[src/rtl/axi4_lite_arbiter.sv]
// Round-robin N:1 AXI4-Lite arbiter. Read and write channels are arbitrated independently,
// each with one outstanding transaction. Payloads pass through and are zero while no transaction owns them.
module axi4_lite_arbiter #(
    parameter int NUM_MASTERS  = 2,
    parameter int ADDRESS_SIZE = 32,
    parameter int DATA_SIZE    = 32
) (
    input  logic                                clk_i,
    input  logic                                rst_clk_i,
    // upstream managers
    input  logic [NUM_MASTERS*ADDRESS_SIZE-1:0] s_awaddr_i,
    input  logic [NUM_MASTERS-1:0]              s_awvalid_i,
    output logic [NUM_MASTERS-1:0]              s_awready_o,
    input  logic [NUM_MASTERS*DATA_SIZE-1:0]    s_wdata_i,
    input  logic [NUM_MASTERS*DATA_SIZE/8-1:0]  s_wstrb_i,
    input  logic [NUM_MASTERS-1:0]              s_wvalid_i,
    output logic [NUM_MASTERS-1:0]              s_wready_o,
    output logic [NUM_MASTERS*2-1:0]            s_bresp_o,
    output logic [NUM_MASTERS-1:0]              s_bvalid_o,
    input  logic [NUM_MASTERS-1:0]              s_bready_i,
    input  logic [NUM_MASTERS*ADDRESS_SIZE-1:0] s_araddr_i,
    input  logic [NUM_MASTERS-1:0]              s_arvalid_i,
    output logic [NUM_MASTERS-1:0]              s_arready_o,
    output logic [NUM_MASTERS*DATA_SIZE-1:0]    s_rdata_o,
    output logic [NUM_MASTERS*2-1:0]            s_rresp_o,
    output logic [NUM_MASTERS-1:0]              s_rvalid_o,
    input  logic [NUM_MASTERS-1:0]              s_rready_i,
    // downstream subordinate
    output logic [ADDRESS_SIZE-1:0]             m_awaddr_o,
    output logic                                m_awvalid_o,
    input  logic                                m_awready_i,
    output logic [DATA_SIZE-1:0]                m_wdata_o,
    output logic [DATA_SIZE/8-1:0]              m_wstrb_o,
    output logic                                m_wvalid_o,
    input  logic                                m_wready_i,
    input  logic [1:0]                          m_bresp_i,
    input  logic                                m_bvalid_i,
    output logic                                m_bready_o,
    output logic [ADDRESS_SIZE-1:0]             m_araddr_o,
    output logic                                m_arvalid_o,
    input  logic                                m_arready_i,
    input  logic [DATA_SIZE-1:0]                m_rdata_i,
    input  logic [1:0]                          m_rresp_i,
    input  logic                                m_rvalid_i,
    output logic                                m_rready_o
);

    localparam int IDX_W  = $clog2(NUM_MASTERS);
    localparam int STRB_W = DATA_SIZE / 8;

    typedef enum logic [1:0] {W_IDLE, W_XFER, W_RESP} w_state_e;
    typedef enum logic [1:0] {R_IDLE, R_ADDR, R_DATA} r_state_e;

    w_state_e         w_state;
    r_state_e         r_state;
    logic [IDX_W-1:0] w_grant, w_ptr, r_grant, r_ptr;
    logic             aw_done, w_done;
    logic             aw_active, w_active, aw_hs, w_hs, b_hs, ar_hs, r_hs;

    function automatic logic [IDX_W-1:0] next_idx(input logic [IDX_W-1:0] idx);
        return (int'(idx) == NUM_MASTERS - 1) ? '0 : idx + 1'b1;
    endfunction

    // First requester at or after the pointer, wrapping past the top index.
    function automatic logic [IDX_W-1:0] pick(input logic [NUM_MASTERS-1:0] req,
                                              input logic [IDX_W-1:0]       ptr);
        logic [IDX_W-1:0] idx;
        logic [IDX_W-1:0] win;
        logic             found;
        idx   = ptr;
        win   = ptr;
        found = 1'b0;
        for (int k = 0; k < NUM_MASTERS; k++) begin
            if (!found && req[idx]) begin
                win   = idx;
                found = 1'b1;
            end
            idx = next_idx(idx);
        end
        return win;
    endfunction

    assign aw_active = (w_state == W_XFER) && !aw_done;
    assign w_active  = (w_state == W_XFER) && !w_done;
    assign aw_hs     = m_awvalid_o && m_awready_i;
    assign w_hs      = m_wvalid_o && m_wready_i;
    assign b_hs      = (w_state == W_RESP) && m_bvalid_i && m_bready_o;
    assign ar_hs     = m_arvalid_o && m_arready_i;
    assign r_hs      = (r_state == R_DATA) && m_rvalid_i && m_rready_o;

    always_comb begin
        // NOTE: every output gets a default before any branch so no latch is inferred.
        m_awaddr_o  = '0;
        m_awvalid_o = 1'b0;
        m_wdata_o   = '0;
        m_wstrb_o   = '0;
        m_wvalid_o  = 1'b0;
        m_bready_o  = 1'b0;
        s_awready_o = '0;
        s_wready_o  = '0;
        s_bvalid_o  = '0;
        s_bresp_o   = '0;
        m_araddr_o  = '0;
        m_arvalid_o = 1'b0;
        m_rready_o  = 1'b0;
        s_arready_o = '0;
        s_rvalid_o  = '0;
        s_rdata_o   = '0;
        s_rresp_o   = '0;

        if (aw_active) begin
            m_awaddr_o           = s_awaddr_i[int'(w_grant)*ADDRESS_SIZE +: ADDRESS_SIZE];
            m_awvalid_o          = s_awvalid_i[w_grant];
            s_awready_o[w_grant] = m_awready_i;
        end
        if (w_active) begin
            m_wdata_o           = s_wdata_i[int'(w_grant)*DATA_SIZE +: DATA_SIZE];
            m_wstrb_o           = s_wstrb_i[int'(w_grant)*STRB_W +: STRB_W];
            m_wvalid_o          = s_wvalid_i[w_grant];
            s_wready_o[w_grant] = m_wready_i;
        end
        if (w_state == W_RESP) begin
            s_bvalid_o[w_grant] = m_bvalid_i;
            s_bresp_o           = {NUM_MASTERS{m_bresp_i}};
            m_bready_o          = s_bready_i[w_grant];
        end
        if (r_state == R_ADDR) begin
            m_araddr_o           = s_araddr_i[int'(r_grant)*ADDRESS_SIZE +: ADDRESS_SIZE];
            m_arvalid_o          = s_arvalid_i[r_grant];
            s_arready_o[r_grant] = m_arready_i;
        end
        if (r_state == R_DATA) begin
            s_rvalid_o[r_grant] = m_rvalid_i;
            s_rdata_o           = {NUM_MASTERS{m_rdata_i}};
            s_rresp_o           = {NUM_MASTERS{m_rresp_i}};
            m_rready_o          = s_rready_i[r_grant];
        end
    end

    always_ff @(posedge clk_i) begin
        // NOTE: state uses non-blocking assignments so every register updates together at the edge.
        if (rst_clk_i) begin
            w_state <= W_IDLE;
            w_grant <= '0;
            w_ptr   <= '0;
            aw_done <= 1'b0;
            w_done  <= 1'b0;
            r_state <= R_IDLE;
            r_grant <= '0;
            r_ptr   <= '0;
        end else begin
            case (w_state)
                W_IDLE: if (|s_awvalid_i) begin
                    w_grant <= pick(s_awvalid_i, w_ptr);
                    aw_done <= 1'b0;
                    w_done  <= 1'b0;
                    w_state <= W_XFER;
                end
                W_XFER: begin
                    aw_done <= aw_done | aw_hs;
                    w_done  <= w_done | w_hs;
                    if ((aw_done | aw_hs) && (w_done | w_hs)) w_state <= W_RESP;
                end
                W_RESP: if (b_hs) begin
                    w_ptr   <= next_idx(w_grant);
                    w_state <= W_IDLE;
                end
                default: w_state <= W_IDLE;
            endcase

            case (r_state)
                R_IDLE: if (|s_arvalid_i) begin
                    r_grant <= pick(s_arvalid_i, r_ptr);
                    r_state <= R_ADDR;
                end
                R_ADDR: if (ar_hs) r_state <= R_DATA;
                R_DATA: if (r_hs) begin
                    r_ptr   <= next_idx(r_grant);
                    r_state <= R_IDLE;
                end
                default: r_state <= R_IDLE;
            endcase
        end
    end

endmodule

[config.mk]
export PLATFORM = sky130hd
export DESIGN_NAME = axi4_lite_arbiter
export DESIGN_NICKNAME = d
export VERILOG_FILES = /design/src/rtl/axi4_lite_arbiter.sv
export SDC_FILE = /design/constraint.sdc
export NUM_CORES = 1
export LEC_CHECK = 0
export BUFFER_PORTS_ARGS = -buffer_cell sky130_fd_sc_hd__buf_4
export CORE_AREA = 2 2 173 175
export DETAILED_ROUTE_END_ITERATION = 8
export DIE_AREA = 0 0 175 177
export GPL_TIMING_DRIVEN = 0
export PLACE_DENSITY = 0.34
export RECOVER_POWER = 25
export SKIP_CTS_REPAIR_TIMING = 1
export SLEW_MARGIN = 20
export SYNTH_ARGS = -nofsm -noshare
export SYNTH_HDL_FRONTEND = slang
export SYNTH_SLANG_ARGS = --single-unit
[constraint.sdc]
create_clock -name clk_i -period 1.6 [get_ports clk_i]
set_input_delay 0.48 -clock clk_i [delete_from_list [all_inputs] [get_ports clk_i]]
set_output_delay 0.48 -clock clk_i [all_outputs]
set_load 0.02 [all_outputs]
==> impl_metrics.csv, run 1 <==
group,metric,value,unit
power_and_ir_drop,peakVddDrop,0.171,mV
floorplan,fp.dieArea,31000,um2
route,route.detailed.drc,0,
setup_path,worst-path-buf-inv,3,
clock_network,clockBufferDepth,2,
setup_path,crit_slowest_cell,"dfxtp_4",
place,placed_area,6950,um2
setup_path,critPathTopFamily,"simple AND/OR/NAND/NOR gates",
power_and_ir_drop,seq_power_share,7.5,%
floorplan,fp.dieH,177,um
finish,finalNonFillerCells,1268,
route,dr.first_iter.drc_count,89,
clock_network,cts_inserted_buffers,3,
synthesis,async_flop_share,0,%
synthesis,syn_area_per_cell,7.68,um2
setup_path,reg2reg_slack,40,ps
setup_path,cp-start-kind,"flop",
route,first_pass_iters,4,
sta,hold_viol,0,
floorplan,initial_core_util,10.1,%
clock_network,htree_levels,1,
global_routing,grt_pass1_wl,24.7,mm
finish,layout_common_cells,"buf_4 (301), buf_6 (216), nor2_4 (68)",
finish,stdcell_area,9630,um2
synthesis,syn_area,2960,um2
floorplan,core_region_area,29200,um2
synthesis,postSynthCellCount,385,
sta,finalSetupViolCount,187,
hold_path,min_path_type,"reg2reg",
synthesis,synth_edf_count,0,
power_and_ir_drop,netSwitchingFraction,38.5,%
route,routed_wl,19.5,mm
hold_path,holdPathEnd,"r_ptr$_SDFFE_PP0P_",
finish,layout_commonest_cell,"buf_4",
place,io_buffers,438,
sta,fmax,500,MHz
sta,fin_skew,0.639,ps
sta,rsz0062_at_grt,"true",
hold_path,worstHoldStart,"r_ptr$_SDFFE_PP0P_",
finish,layout.nets,1131,
floorplan,io_pins,440,
floorplan,fp.dieW,175,um
sta,slew_headroom,61.0,%
status,violations,"setup timing",
sta,setup_slack,-402,ps
route,via_count,4575,
floorplan,row_count,63,
route,routedWlPerCell,15.3,um
power_and_ir_drop,power_report.internal_total,2.29,mW
status,status,"finished with violations",
setup_path,worstPathRequired,1120,ps
clock_network,clockRootBuffer,"clkbuf_16",
power_and_ir_drop,clkPwrFrac,13.5,%
global_routing,grt_overflow,0,
power_and_ir_drop,powerDensity,387,nW/um2
place,pre_cts_ws,-418,ps
setup_path,crit_path_max_incr_delay,340,ps
setup_path,cp_cell_sequence,"and2b_4 > nand2b_4 > buf_8 > buf_12 > nor2_2 > buf_6",
setup_path,reg2reg_depth,6,
route,ant_nets,0,
synthesis,ys_seq_area_share,6.77,%
finish,fin_util,32.9,%
synthesis,syn_nets,638,
place,hpwlAfterDp,15.7,mm
place,gp_congestion,0.717,
clock_network,clk_pin_slew,40,ps
setup_path,worstSetupEndpointType,"output pin",
place,placed_cells,1213,
finish,drive_above_1_share,88.1,%
route,viasPerCell,3.61,
power_and_ir_drop,power_switching,1.44,mW
power_and_ir_drop,combPwrFrac,79.0,%
global_routing,grt_pass1_vias,4052,
global_routing,grt.total_usage,10.3,%
setup_path,regToRegStartpoint,"w_grant$_SDFFE_PP0P_",
clock_network,cts_sinks,10,
setup_path,crit_type,"reg2out",
synthesis,yosysUniqueCellTypes,39,
finish,areaGrowthSynthToFinish,225,%
hold_path,min_delay_path_depth,2,
sta,min_period_over_period,125,%
sta,min_period,2000,ps
setup_path,path_max_fanout,10,
setup_path,critPathArrivalTime,1520,ps
sta,slew_violations,0,
global_routing,antenna_found_initial,1,
synthesis,synth_ff_type,"dfxtp_1",
setup_path,reg2reg_to,"w_state[1]$_SDFFE_PP0P_",
job,max_cap_violations,0,
synthesis,yosysWarnings,0,
sta,tightest_slew,585,ps
clock_network,clock_latency,240,ps
sta,tns,-52950,ps
clock_network,cts_tree,"done",
global_routing,grt_max_degree,11,
synthesis,yosys_register_bits,10,
power_and_ir_drop,power.leakage,4.21,nW
[cells in the mapped netlist (2+ instances only)]
| cell | instances | area share [%] |
|---|---|---|
| a21oi_1 | 6 | 1.0 |
| a31oi_1 | 2 | 0.42 |
| and2_1 | 37 | 7.8 |
| and3_1 | 3 | 0.63 |
| and4b_1 | 3 | 1.0 |
| buf_2 | 9 | 1.5 |
| buf_4 | 44 | 11 |
| buf_6 | 6 | 2.3 |
| clkbuf_1 | 4 | 0.51 |
| clkbuf_2 | 2 | 0.34 |
| dfxtp_1 | 10 | 6.8 |
| inv_1 | 3 | 0.38 |
| mux2_4 | 2 | 1.0 |
| mux2i_1 | 102 | 35 |
| nand2_1 | 3 | 0.38 |
| nand2b_1 | 3 | 0.63 |
| nand2b_2 | 2 | 0.59 |
| nand3_1 | 3 | 0.51 |
| nand3b_1 | 2 | 0.51 |
| nor2_1 | 78 | 9.9 |
| nor2_2 | 10 | 2.1 |
| nor2_4 | 20 | 7.6 |
| nor2b_1 | 6 | 1.3 |
| nor3_1 | 3 | 0.51 |
| nor3b_2 | 2 | 0.85 |
| o21ai_0 | 5 | 0.85 |
| o32ai_1 | 2 | 0.59 |
| or2_2 | 2 | 0.42 |
[cell type report]
class	instances	area [um2]
multi-input cells	305	3360
flip-flops and latches	10	215
plain buffers	67	907
clock buffers	4	88.8
well taps	390	488
repair buffers	488	4550
fillers	3093	19600
diodes	1	2.50
inverters	3	11.3
[per-stage QoR]
| stage | hold WS (ps) | total power [mW] |
|---|---|---|
| 3_5_place_dp | 501 | 2.38 |
| 6_report | 512 | 3.72 |
| 5_1_grt | 548 | 3.93 |
| 2_1_floorplan | 462 | 1.35 |
| 4_1_cts | 511 | 2.89 |
| 3_3_place_gp | 507 | 2.39 |
[routing by layer]
layer	track usage (%)	vias up	wire, um
met4	0.660	0	121
met1	11.6	2111	6920
met3	2.19	10	1200
met5	0	-	0
li1	-	2253	-
met2	20.5	201	11200
[power groups by stage]
stage | Sequential (mW) | Clock, mW | Combinational [mW]
after global placement | 0.286 | 0 | 2.10
after detailed placement | 0.284 | 0 | 2.09
after global routing | 0.282 | 0.539 | 3.11
after floorplan | 0.279 | 0 | 1.08
final | 0.281 | 0.502 | 2.94
after CTS | 0.280 | 0.515 | 2.10
[kinds of logic (layout without fill, tap and decap cells)]
family	after synthesis	after routing	synth area share, %
flip-flops	10	10	6.77
AND/OR/NAND/NOR	179	179	35.4
other	0	1	0
buffers and inverters	70	562	17.4
multiplexers	105	105	35.9
AO/OA/AOI/OAI	21	21	4.53
[worst register-to-register path: stages (launching register included)]
cell and delay [ps]:
dfxtp_2 310, buf_8 130, buf_4 130, mux2_4 290
buf_4 140, a31oi_1 270, o32ai_1 140
[worst max-delay path by stage]
stage / startpoint / to / slack (ps) / cells after the start
after floorplan: w_state[1]$_SDFFE_PP0P_ / m_wdata_o[10] / -60 / 4
after global placement: r_state[1]$_SDFFE_PP0P_ / s_rdata_o[38] / -440 / 6
after detailed placement: r_state[1]$_SDFFE_PP0P_ / s_rdata_o[38] / -420 / 6
after CTS: r_state[1]$_SDFFE_PP0P_ / s_rdata_o[38] / -680 / 6
after global routing: w_state[1]$_SDFFE_PP0P_ / m_awaddr_o[3] / -460 / 6
final: w_state[1]$_SDFFE_PP0P_ / m_wdata_o[18] / -400 / 6
[flip-flops by register name (all words and copies together), names as in the netlist]
name / flops
w_grant: 1
aw_done: 1
w_done: 1
r_state: 2
w_ptr: 1
r_ptr: 1
w_state: 2
r_grant: 1
Power figures use the tool's default switching activity.
==> inputs of run 2 (changes only) <==
--- a/config.mk
+++ b/config.mk
@@ -5,12 +5,12 @@
 export SDC_FILE = /design/constraint.sdc
 export NUM_CORES = 1
 export LEC_CHECK = 0
-export BUFFER_PORTS_ARGS = -buffer_cell sky130_fd_sc_hd__buf_4
 export CORE_AREA = 2 2 173 175
 export DETAILED_ROUTE_END_ITERATION = 8
 export DIE_AREA = 0 0 175 177
+export DONT_BUFFER_PORTS = 1
 export GPL_TIMING_DRIVEN = 0
-export PLACE_DENSITY = 0.34
+export PLACE_DENSITY = 0.3
 export RECOVER_POWER = 25
 export SKIP_CTS_REPAIR_TIMING = 1
 export SLEW_MARGIN = 20
==> run 2 against run 1 <==
Net effect: the flow still finishes with violations (setup timing); sequential share of layout area grew 1.3 points; count of clock-buffer cells in the layout unchanged; via count shrank 34%; setup slack better by 51 ps; fmax is 2.6% higher; flip-flop and latch count unchanged; worst hold slack got worse by 120 ps; wire length fell by 26%; register-to-register slack improved by 140 ps; die area unchanged; critical endpoint is now m_awaddr_o[0].
==> impl_metrics.csv, run 2 (same netlist as run 1, synthesis figures left out) <==
group,metric,value,unit
sta,min_period_over_period,122,%
setup_path,crit_type,"reg2out",
setup_path,crit_path_max_incr_delay,340,ps
finish,fillCellCount,3135,
sta,slew_headroom,62.0,%
sta,hold_viol,0,
route,ant_nets,0,
route,dr.first_iter.drc_count,62,
setup_path,worstSetupEndpointType,"output pin",
clock_network,cts_tree,"done",
sta,fmax,513,MHz
floorplan,fp.dieArea,31000,um2
route,via_count,3028,
clock_network,clock_latency,240,ps
sta,slew_violations,0,
status,violations,"setup timing",
route,viasPerCell,3.71,
clock_network,clk_pin_slew,40,ps
power_and_ir_drop,power_report.internal_total,1.55,mW
global_routing,grt_max_degree,11,
place,gp_congestion,0.714,
setup_path,critPathTopFamily,"simple AND/OR/NAND/NOR gates",
floorplan,initial_core_util,10.1,%
power_and_ir_drop,seq_power_share,10.2,%
global_routing,antenna_found_initial,2,
setup_path,reg2reg_slack,180,ps
power_and_ir_drop,combPwrFrac,71.5,%
setup_path,worst-path-buf-inv,1,
clock_network,clockRootBuffer,"clkbuf_16",
place,hpwlAfterDp,10.6,mm
sta,tns,-45180,ps
setup_path,reg2reg_depth,5,
power_and_ir_drop,power_switching,1.24,mW
hold_path,worstHoldStart,"s_arvalid_i[1]",
hold_path,min_path_type,"in2reg",
hold_path,min_delay_path_depth,2,
power_and_ir_drop,clkPwrFrac,18.3,%
route,first_pass_iters,4,
power_and_ir_drop,netSwitchingFraction,44.3,%
hold_path,holdPathEnd,"r_grant$_SDFFE_PP0P_",
setup_path,worstPathRequired,1120,ps
global_routing,grt.total_usage,6.57,%
setup_path,cp_cell_sequence,"and2b_4 > nand2b_2 > buf_6 > nor2_1",
power_and_ir_drop,peakVddDrop,0.189,mV
power_and_ir_drop,powerDensity,457,nW/um2
floorplan,fp.dieH,177,um
finish,top_regs,"r_state (2), w_state (2)",
finish,multi_input_area,3840,um2
finish,layout_common_cells,"nor2_4 (95), mux2i_4 (67), buf_6 (48)",
setup_path,reg2reg_to,"w_state[1]$_SDFFE_PP0P_",
clock_network,cts_inserted_buffers,3,
clock_network,cts_sinks,10,
sta,min_period,1950,ps
floorplan,row_count,63,
floorplan,io_pins,440,
route,routed_wl,14.5,mm
sta,fin_skew,0.534,ps
global_routing,grt_pass1_wl,15.6,mm
finish,seq_area,218,um2
place,io_buffers,0,
clock_network,htree_levels,1,
route,routedWlPerCell,17.7,um
sta,rsz0062_at_grt,"true",
sta,tightest_slew,570,ps
global_routing,grt_pass1_vias,2574,
clock_network,clockBufferDepth,2,
finish,layout.nets,679,
job,max_cap_violations,0,
status,status,"finished with violations",
sta,setup_slack,-351,ps
power_and_ir_drop,power.leakage,1.86,nW
setup_path,critPathArrivalTime,1470,ps
route,route.detailed.drc,0,
setup_path,regToRegStartpoint,"w_grant$_SDFFE_PP0P_",
place,pre_cts_ws,-417,ps
global_routing,grt_overflow,0,
sta,finalSetupViolCount,187,
finish,drive_above_1_share,81.9,%
finish,layout_commonest_cell,"nor2_4",
setup_path,crit_slowest_cell,"dfxtp_4",
setup_path,path_max_fanout,8,
setup_path,cp-start-kind,"flop",
floorplan,fp.dieW,175,um
finish,areaGrowthSynthToFinish,106,%
floorplan,core_region_area,29200,um2
-- run 2: cell types whose count changed in the layout (fill, tap and decap cells not counted), moves of 4 or more --
| cell | before | now |
|---|---|---|
| nor2_4 | 68 | 95 |
| mux2i_2 | 28 | 7 |
| buf_4 | 301 | 17 |
| buf_6 | 216 | 48 |
| nor2_1 | 21 | 7 |
| buf_8 | 7 | 3 |
| mux2i_4 | 38 | 67 |
| mux2i_1 | 36 | 28 |
| nor2_2 | 19 | 6 |
-- run 2: worst reg2reg max path, delay by kind of cell, from the launching register on --
kind,cells,cell delay [ps]
buffers and inverters,2,270
muxes,1,300
AOI/OAI and AO/OA,2,400
DFF,1,320
-- run 2: worst max path at each step --
stage | depth (start not counted) | from | to
after floorplan | 4 | w_state[1]$_SDFFE_PP0P_ | m_wdata_o[10]
after global placement | 5 | w_grant$_SDFFE_PP0P_ | m_wdata_o[10]
after detailed placement | 5 | w_grant$_SDFFE_PP0P_ | m_wdata_o[10]
after CTS | 5 | w_grant$_SDFFE_PP0P_ | m_wdata_o[10]
after global routing | 5 | w_state[1]$_SDFFE_PP0P_ | m_awaddr_o[20]
final | 4 | w_state[1]$_SDFFE_PP0P_ | m_awaddr_o[0]
-- run 2: area by class of cell --
class / instances / area share [%]
multi-input cells: 305 / 63.0
plain buffers: 67 / 15.6
repair buffers: 36 / 8.20
well taps: 390 / 8.00
flip-flops and latches: 10 / 3.57
clock buffers: 4 / 1.46
inverters: 3 / 0.185
diodes: 1 / 0.0410
-- run 2: per-stage QoR --
| step | instance area (um2) | total power [mW] | std cells | hold WS [ps] | utilization, % |
|---|---|---|---|---|---|
| floorplan | 3180 | 1.35 | 385 | 462 | - |
| global placement | 3660 | 1.50 | 775 | 486 | 12.5 |
| detailed placement | 3660 | 1.51 | 775 | 493 | 12.5 |
| CTS | 3750 | 2.04 | 779 | 380 | 12.8 |
| global route | 6100 | 2.92 | 816 | 389 | 20.9 |
| finish | 6100 | 2.79 | 816 | 388 | 20.9 |
-- run 2: power by group through the flow --
stage | combinational, mW | sequential [mW] | clock, mW
after global routing | 2.09 | 0.286 | 0.541
after floorplan | 1.08 | 0.279 | 0
after global placement | 1.22 | 0.283 | 0
after CTS | 1.23 | 0.279 | 0.536
after detailed placement | 1.22 | 0.284 | 0
final | 1.99 | 0.284 | 0.510
-- run 2: per-layer routing --
| metal | vias to the layer above | part of all wire, % | GRT usage [%] |
|---|---|---|---|
| li1 | 1355 | - | - |
| met1 | 1441 | 35 | 8.37 |
| met2 | 208 | 56 | 11.5 |
| met3 | 22 | 5.8 | 0.451 |
| met4 | 2 | 2.8 | 2.78 |
| met5 | - | 0.090 | 0 |
==> inputs of run 3 (changes only) <==
--- a/config.mk
+++ b/config.mk
@@ -9,7 +9,6 @@
 export DETAILED_ROUTE_END_ITERATION = 8
 export DIE_AREA = 0 0 175 177
 export DONT_BUFFER_PORTS = 1
-export GPL_TIMING_DRIVEN = 0
 export PLACE_DENSITY = 0.3
 export RECOVER_POWER = 25
 export SKIP_CTS_REPAIR_TIMING = 1
==> run 3 against run 2 <==
Net effect: the flow still finishes with violations (setup timing); die area is the same; setup slack gained 15 ps; critical path depth grew 1; critical path type unchanged.
==> impl_metrics.csv, run 3 (same netlist as run 1, synthesis figures left out) <==
group,metric,value,unit
hold_path,min_path_type,"in2reg",
clock_network,htree_levels,1,
hold_path,worstHoldStart,"rst_clk_i",
global_routing,grt_pass1_wl,15.4,mm
floorplan,fp.dieH,177,um
clock_network,cts_tree,"done",
finish,layout_commonest_cell,"buf_4",
sta,min_period_over_period,121,%
route,ant_nets,0,
route,routed_wl,14.7,mm
finish,stdcell_area,5580,um2
global_routing,grt.total_usage,6.30,%
place,io_buffers,0,
hold_path,holdPathEnd,"r_state[1]$_SDFFE_PP0P_",
status,violations,"setup timing",
clock_network,clock_latency,240,ps
status,status,"finished with violations",
finish,layout.nets,710,
setup_path,reg2reg_slack,-150,ps
route,routedWlPerCell,17.4,um
sta,hold_viol,0,
finish,seq_area,210,um2
setup_path,cp_cell_sequence,"buf_12 > buf_12 > mux2_4 > nor2b_4 > buf_6",
power_and_ir_drop,clkPwrFrac,19.4,%
finish,drive_above_1_share,71.1,%
power_and_ir_drop,netSwitchingFraction,42.7,%
floorplan,io_pins,440,
setup_path,worstSetupEndpointType,"output pin",
sta,hold_ws,298,ps
floorplan,fp.dieW,175,um
sta,setup_slack,-336,ps
setup_path,reg2reg_to,"w_state[1]$_SDFFE_PP0P_",
route,route.detailed.drc,0,
route,via_count,3148,
setup_path,cp-start-kind,"flop",
sta,rsz0062_at_grt,"true",
power_and_ir_drop,seq_power_share,10.7,%
global_routing,grt_max_degree,38,
sta,tightest_slew,322,ps
power_and_ir_drop,power_report.internal_total,1.52,mW
clock_network,clockBufferDepth,2,
route,viasPerCell,3.72,
setup_path,worstPathRequired,1120,ps
global_routing,antenna_found_initial,1,
finish,top_regs,"r_state (2), w_state (2)",
sta,finalSetupViolCount,189,
clock_network,cts_sinks,10,
clock_network,clockRootBuffer,"clkbuf_16",
finish,areaGrowthSynthToFinish,88.7,%
route,first_pass_iters,4,
sta,fin_skew,0.421,ps
setup_path,regToRegStartpoint,"w_grant$_SDFFE_PP0P_",
clock_network,clk_pin_slew,50,ps
clock_network,cts_inserted_buffers,3,
power_and_ir_drop,combPwrFrac,69.9,%
floorplan,core_region_area,29200,um2
setup_path,crit_path_max_incr_delay,420,ps
job,max_cap_violations,0,
sta,slew_headroom,77.9,%
power_and_ir_drop,power_switching,1.14,mW
sta,slew_violations,0,
sta,fmax,517,MHz
global_routing,grt_overflow,0,
floorplan,fp.dieArea,31000,um2
place,hpwlAfterDp,10.3,mm
finish,layout_common_cells,"buf_4 (62), mux2i_1 (51), nor2_4 (46)",
place,gp_congestion,0.720,
setup_path,crit_top_cell,"buf_12",
global_routing,grt_pass1_vias,2797,
power_and_ir_drop,peakVddDrop,0.222,mV
setup_path,reg2reg_depth,7,
power_and_ir_drop,power.leakage,1.93,nW
setup_path,crit_slowest_cell,"dfxtp_4",
floorplan,row_count,63,
setup_path,crit_type,"reg2out",
route,dr.first_iter.drc_count,68,
sta,min_period,1940,ps
place,placed_area,4080,um2
finish,multi_input_area,3100,um2
finish,fillCellCount,3211,
sta,tns,-38940,ps
floorplan,initial_core_util,10.1,%
setup_path,path_max_fanout,6,
hold_path,min_delay_path_depth,1,
setup_path,critPathArrivalTime,1460,ps
power_and_ir_drop,powerDensity,477,nW/um2
## run 3: cell types whose count changed in the layout (fill, tap and decap cells not counted), sizes merged
cell    delta
buf       +30
clkbuf     +1
## run 3: area by class of cell
type	count	share of cell area [%]
Antenna cell	1	0.0448
Clock buffer	4	1.59
Inverter	3	0.202
Multi-Input combinational cell	305	55.6
Sequential cell	10	3.77
Tap cell	390	8.74
Timing Repair Buffer	134	30.1
## run 3: critical path, delay by kind of cell (launching register included)
| kind | cells | cell delay, ps |
|---|---|---|
| multiplexers | 1 | 300 |
| flip-flops | 1 | 420 |
| AND/OR/NAND/NOR | 1 | 130 |
| buffers and inverters | 3 | 350 |
## run 3: power groups by stage
stage,clock network (mW),logic (mW),registers [mW]
floorplan,0,1.08,0.279
global placement,0,1.38,0.284
detailed placement,0,1.40,0.284
CTS,0.535,1.40,0.280
global route,0.548,1.96,0.288
finish,0.515,1.86,0.285
## run 3: through the flow
step / util (%) / setup WS, ps / power [mW] / instances
final: 19.1 / -336 / 2.66 / 847
after global routing: 19.1 / -395 / 2.79 / 846
after CTS: 14.2 / -374 / 2.22 / 809
after detailed placement: 13.9 / -102 / 1.68 / 805
after global placement: 13.9 / -82.1 / 1.66 / 805
after floorplan: - / -63.4 / 1.35 / 385
## run 3: worst max path at each step
stage	from	endpoint	slack, ps	depth (start not counted)
floorplan	w_state[1]$_SDFFE_PP0P_	m_wdata_o[10]	-60	4
global placement	w_grant$_SDFFE_PP0P_	m_awaddr_o[19]	-80	5
detailed placement	w_grant$_SDFFE_PP0P_	m_wdata_o[23]	-100	4
CTS	w_grant$_SDFFE_PP0P_	m_wdata_o[23]	-370	4
global route	w_grant$_SDFFE_PP0P_	m_wstrb_o[3]	-390	5
finish	w_grant$_SDFFE_PP0P_	m_awvalid_o	-340	5
## run 3: metal layers
metal,global-route usage (%),vias up,part of all wire (%)
met5,0,-,0
met4,2.01,0,1.3
met1,6.83,1513,37
li1,-,1413,-
met3,1.18,13,6.4
met2,12.2,209,55
